==> src/rtl/sort_stream_io.sv <==
// rtl/sort_stream_io.sv - stream load/kick/drain front end for the bubble-sort core
// Optional feature macro: SORT_IO_REVERSE_EN (drain reads the RAM from the top address down).
module sort_stream_io #(
  parameter int DATA_W = 16,
  parameter int ADDR_W = 16,
  parameter int DEPTH  = 16
) (
  input  logic              clk,
  input  logic              rst,
  input  logic              s_valid,
  output logic              s_ready,
  input  logic [DATA_W-1:0] s_data,
  output logic              m_valid,
  input  logic              m_ready,
  output logic [DATA_W-1:0] m_data,
  output logic [DATA_W-1:0] core_data_in,
  output logic [ADDR_W-1:0] core_addr,
  output logic              core_wr,
  output logic              core_rd,
  output logic              core_start,
  input  logic              core_eoc,
  input  logic [DATA_W-1:0] core_data_out,
  output logic              busy,
  output logic [1:0]        phase
);

  localparam int CW = $clog2(DEPTH) + 1;

  typedef enum logic [1:0] {
    LOAD  = 2'd0,
    KICK  = 2'd1,
    SORT  = 2'd2,
    DRAIN = 2'd3
  } state_t;

  state_t state, state_nx;

  logic [CW-1:0]     wr_cnt, rd_cnt, tx_cnt, rd_idx;
  logic              eoc_q, eoc_armed;
  logic [DATA_W-1:0] fifo_mem [2];
  logic              wr_ptr, rd_ptr, in_flight;
  logic [1:0]        fifo_cnt;
  logic [2:0]        pending;
  logic [ADDR_W-1:0] addr_q;
  logic [DATA_W-1:0] wdata_q;
  logic              wr_q, start_q;
  logic              s_fire, m_fire, rd_issue, eoc_edge, last_word, last_pop;

  assign s_ready   = (state == LOAD);
  assign s_fire    = s_valid & s_ready;
  assign m_valid   = (fifo_cnt != 2'd0);
  assign m_data    = fifo_mem[rd_ptr];
  assign m_fire    = m_valid & m_ready;
  // The armed flag makes a level that was already high when SORT began count
  // only after it has been seen low at least once.
  assign eoc_edge  = core_eoc & ~eoc_q & eoc_armed;
  assign last_word = s_fire && (wr_cnt == CW'(DEPTH - 1));
  assign last_pop  = m_fire && (tx_cnt == CW'(DEPTH - 1));

  // Slots in use are FIFO words plus the read whose data lands next cycle; a
  // pop this cycle frees its slot in time for a new read.
  assign pending  = 3'(fifo_cnt) + 3'(in_flight);
  assign rd_issue = (state == DRAIN) && (rd_cnt < CW'(DEPTH)) &&
                    ((pending - 3'(m_fire)) < 3'd2);

`ifdef SORT_IO_REVERSE_EN
  assign rd_idx = CW'(DEPTH - 1) - rd_cnt;
`else
  assign rd_idx = rd_cnt;
`endif

  // Reads drive the address combinationally so data arrives in time for the
  // two-cycle first-word latency; otherwise the last strobed address is held.
  assign core_addr    = rd_issue ? ADDR_W'(rd_idx) : addr_q;
  assign core_rd      = rd_issue;
  assign core_wr      = wr_q;
  assign core_data_in = wdata_q;
  assign core_start   = start_q;
  assign busy         = (state != LOAD);
  assign phase        = state;

  // State register.
  always_ff @(posedge clk or negedge rst) begin
    if (!rst) state <= LOAD;
    else      state <= state_nx;
  end

  // Next-state decode.
  always_comb begin
    state_nx = state;
    case (state)
      LOAD:    if (last_word) state_nx = KICK;
      KICK:    state_nx = SORT;
      SORT:    if (eoc_edge) state_nx = DRAIN;
      DRAIN:   if (last_pop) state_nx = LOAD;
      default: state_nx = LOAD;
    endcase
  end

  // Load path: register the RAM write one cycle after each accepted word, and
  // raise start the cycle after the final write has gone out.
  always_ff @(posedge clk or negedge rst) begin
    if (!rst) begin
      wr_cnt  <= '0;
      wr_q    <= 1'b0;
      addr_q  <= '0;
      wdata_q <= '0;
      start_q <= 1'b0;
    end else begin
      wr_q    <= s_fire;
      start_q <= (state == KICK);
      if (state == KICK)  wr_cnt <= '0;
      else if (s_fire)    wr_cnt <= wr_cnt + 1'b1;
      if (s_fire) begin
        addr_q  <= ADDR_W'(wr_cnt);
        wdata_q <= s_data;
      end else if (rd_issue) begin
        addr_q  <= ADDR_W'(rd_idx);
      end
    end
  end

  // End-of-conversion edge detector, cleared as the sort is kicked off.
  always_ff @(posedge clk or negedge rst) begin
    if (!rst) begin
      eoc_q     <= 1'b0;
      eoc_armed <= 1'b0;
    end else if (state == KICK) begin
      eoc_q     <= 1'b0;
      eoc_armed <= 1'b0;
    end else begin
      eoc_q <= core_eoc;
      if (state == SORT && !core_eoc) eoc_armed <= 1'b1;
    end
  end

  // Drain bookkeeping: read counter, in-flight flag, FIFO pointers and count.
  always_ff @(posedge clk or negedge rst) begin
    if (!rst) begin
      rd_cnt    <= '0;
      tx_cnt    <= '0;
      in_flight <= 1'b0;
      wr_ptr    <= 1'b0;
      rd_ptr    <= 1'b0;
      fifo_cnt  <= 2'd0;
    end else if (state == SORT && eoc_edge) begin
      rd_cnt    <= '0;
      tx_cnt    <= '0;
      in_flight <= 1'b0;
      wr_ptr    <= 1'b0;
      rd_ptr    <= 1'b0;
      fifo_cnt  <= 2'd0;
    end else begin
      in_flight <= rd_issue;
      if (rd_issue)  rd_cnt <= rd_cnt + 1'b1;
      if (in_flight) wr_ptr <= ~wr_ptr;
      if (m_fire) begin
        rd_ptr <= ~rd_ptr;
        tx_cnt <= tx_cnt + 1'b1;
      end
      fifo_cnt <= fifo_cnt + 2'(in_flight) - 2'(m_fire);
    end
  end

  // FIFO storage: read data is captured the cycle after its strobe.
  always_ff @(posedge clk or negedge rst) begin
    if (!rst) begin
      for (int i = 0; i < 2; i++) fifo_mem[i] <= '0;
    end else if (in_flight && state == DRAIN) begin
      fifo_mem[wr_ptr] <= core_data_out;
    end
  end

endmodule
==> config.mk <==
export PLATFORM = sky130hd
export DESIGN_NAME = sort_stream_io
export DESIGN_NICKNAME = d
export VERILOG_FILES = /design/src/rtl/sort_stream_io.sv
export SDC_FILE = /design/constraint.sdc
export NUM_CORES = 1
export LEC_CHECK = 0
export CORE_ASPECT_RATIO = 0.6
export CORE_UTILIZATION = 38
export DETAILED_ROUTE_END_ITERATION = 8
export PLACE_DENSITY_LB_ADDON = 0.15
export SLEW_MARGIN = 20
export SYNTH_ARGS = -nofsm -noshare
export SYNTH_HDL_FRONTEND = slang
export SYNTH_SLANG_ARGS = --single-unit
==> constraint.sdc <==
create_clock -name clk -period 3.3 [get_ports clk]
set_clock_uncertainty 0.2 [all_clocks]
set_input_delay 0.495 -clock clk [delete_from_list [all_inputs] [get_ports clk]]
set_output_delay 0.495 -clock clk [all_outputs]
set_load 0.05 [all_outputs]
==> results.yml <==
outcome:
  status: "complete, but fails checks"
  failed_checks: "setup timing"
synthesis:
  synth.top_cell.area_share_pct: 56.8
  ys_seq_elements: 90
  synth_common_cells: "dfrtp_1 (90), nand2_1 (61), mux2_2 (51), nor2_1 (17), and3_1 (14)"
  synth_ff_type: "dfrtp_1"
  synthesis.nets: 395
  yosysSeqAreaShare_pct: 56.8
  synth_top_area_cell: "dfrtp_1"
  synth_cells: 346
  synthArstFlopShare_pct: 100
  ys_warn_count: 0
  avgSynthCellArea_sq_um: 11.5
  yosysMostFrequentCell: "dfrtp_1"
  syn_area_sq_um: 3960
  netlist-cell-type-count: 38
  synth-edff-count: 0
  yosys-top-cells-area: "dfrtp_1 (57%), mux2_2 (14%), nand2_1 (5.8%)"
die:
  die_w_um: 134
  rows: 28
  start_util_pct: 39.7
  pin_count: 93
  fp.dieH_um: 81.1
  core_region_area_sq_um: 9980
  die-area_sq_um: 10900
place:
  place_ws_ns: -0.492
  gp_congestion: 0.720
  dp_hpwl_um: 6190
  io_buffers: 92
clocking:
  htree_levels: 3
  cts_num_sinks: 90
  cts_root_buffer: "clkbuf_16"
  cts_buffers: 9
  clkTransAtPathRegs_ns: 0.07
  cts_buffer_depth: 2
  cts_tree: "yes"
  worst_skew_pair.late_latency_ns: 0.34
finish:
  seq_area_sq_um: 2250
  nets: 512
  area_delta_synth_final_pct: 43.3
  final_layout_size_suffix_gt1_share_pct: 29.7
  multi_input_area_sq_um: 1680
  antenna-diode-count: 0
  fillCellCount: 844
worst_setup_path:
  critPathRequiredTime_ns: 2.60
  crit_slowest_cell: "fa_1"
  max_stage_delay_ns: 0.52
  critPathCaptureType: "output pin"
  path_buf_inv: 5
  worstSetupPathType: "reg2out"
  cp_top_family: "adder cells"
  cp.arrival_ns: 2.84
  path_cells: "o21ai_2 > clkinv_2 > ha_4 > inv_2 > ha_4 > inv_2 > fa_1 > and3b_2 > nand2_8 > inv_12 > mux2_4 > buf_8"
  start_kind: "flop"
  crit_fanout: 4
sta:
  setup_viol: 17
  period_share_pct: 107
  setup_slack_ns: -0.236
  final.setup.tns_ns: -3.41
  period_minus_slack_ns: 3.54
  max_freq_mhz: 283
  worst_slew_pin_slew_ns: 0.735
  rsz0062_at_grt: "yes"
  final_hold_viol_count: 0
  whs_ns: 0.0237
  finalMaxSlewViolations: 0
  slew_headroom_pct: 51.0
routing:
  final_antenna_net_count: 0
  drt_first_pass_iters: 5
  wl_per_cell_um: 14.7
  via_count: 2879
  wl_um: 8840
  drc: 0
  viasPerCell: 4.77
  dr.first_iter.drc_count: 126
power:
  internal_power_mw: 3.64
  pwr-share-clk_pct: 16.9
  p_leak_nw: 2.63
  p_seq_share_pct: 28.3
  combPwrFrac_pct: 54.8
  swShare_pct: 43.0
  p_switching_mw: 2.75
  p_per_area_nw_per_um2: 1120
  irDropWorstVdd_mv: 0.557
run:
  maxCapViolCount: 0
global_route:
  grt_usage_pct: 18.0
  grt_pass1_wl_um: 15000
  grt_max_degree: 56
  grt_pass1_vias: 3023
  antenna_found_initial: 0
  globalRouteOverflowTotal: 0
min_path:
  hold_class: "in2async"
==> repair_timing <==
action                                  in CTS  in global routing
pin swaps                                    4                  3
gates cloned                                 0                  0
setup buffers                                5                  3
gates resized for setup                     25                  0
endpoints found under the hold margin        0                  0
hold buffers                                 0                  0
endpoints found under the setup margin      17                 17
==> state kept, by name (all words and copies together) (netlist names) <==
signal	count
fifo_mem	32
fifo_cnt	2
phase	2
wr_ptr	1
rd_ptr	1
in_flight	1
wr_cnt	5
core_data_in	16
rd_cnt	5
eoc_q	1
addr_q	16
tx_cnt	5
core_wr	1
eoc_armed	1
core_start	1
==> metal layers <==
layer / routed length [um] / up-vias / global-route usage [%]
li1: - / 1408 / -
met1: 4220 / 1404 / 24.1
met2: 4020 / 61 / 27.6
met3: 520 / 6 / 6.18
met4: 79 / 0 / 5.45
met5: 0 / - / 0
==> path summary, 6_finish.rpt <==
kind	start	endpoint	slack, ns	depth (start not counted)
max	fifo_cnt[0]	core_addr[3]	-0.24	12
min	rst	addr_q[14]	0.02	1
max reg2reg	fifo_cnt[0]	rd_cnt[3]	0.27	12
min reg2reg	core_data_in[15]	core_data_in[15]	0.27	2
max in group asynchronous	rst	wr_cnt[3]	2.26	2
min in group clk	core_data_in[15]	core_data_in[15]	0.27	2
==> cell families (layout without fill, tap and decap cells) <==
logic type	after synthesis	count (layout)	synth area share, %
AOI/OAI and AO/OA	31	31	4.92
xor gates and xnor gates	8	8	1.96
adders and majority gates	12	12	3.98
buffers and inverters	28	150	2.84
DFF	90	90	56.8
muxes	51	51	14.5
and+or+nand+nor	126	126	15.0
==> area by class of cell <==
cell class	count	area share, %
Tap cell	135	2.97
Clock inverter	5	1.41
Timing Repair Buffer	121	21.2
Inverter	13	1.10
Clock buffer	11	4.10
Sequential cell	90	39.7
Multi-Input combinational cell	228	29.6
==> power groups by stage <==
stage | clock, mW | combinational, mW | sequential, mW
floorplan | 0 | 1.92 | 2.16
CTS | 1.10 | 3.52 | 1.81
detailed placement | 0 | 3.42 | 1.82
finish | 1.08 | 3.50 | 1.81
global placement | 0 | 3.39 | 1.79
global route | 1.16 | 3.74 | 1.88
==> through the flow <==
step	power, mW	cell area, sq um	instances	utilization (%)
floorplan	4.08	4050	346	-
global placement	5.18	5250	581	52.6
detailed placement	5.25	5250	581	52.6
CTS	6.44	5680	602	56.9
global route	6.77	5680	603	56.9
finish	6.38	5680	603	56.9
==> layout by cell type, fill, tap and decap left out, types with 2 or more instances in the layout <==
cell              n
clkbuf_1          2
a31oi_1           3
clkbuf_16         9
a21oi_1           8
a211oi_1          2
inv_1             9
o21ai_0           5
nand3_1           8
ha_1              9
nand4_1           2
dfrtp_1          89
buf_12            4
mux2_2           49
and3_1           14
clkinvlp_4        2
buf_4            28
bufinv_16         2
clkinv_2          2
clkdlybuf4s50_1  73
buf_6            14
nor2_1           17
xnor2_1           4
nand3b_1          3
nand2_2           2
ha_4              2
o211ai_1          5
xor2_1            3
or3_1             3
mux2_4            2
nand2_1          59
o21ai_1           2
and2_2           12
inv_2             2
(Power assumes the default switching activity.)
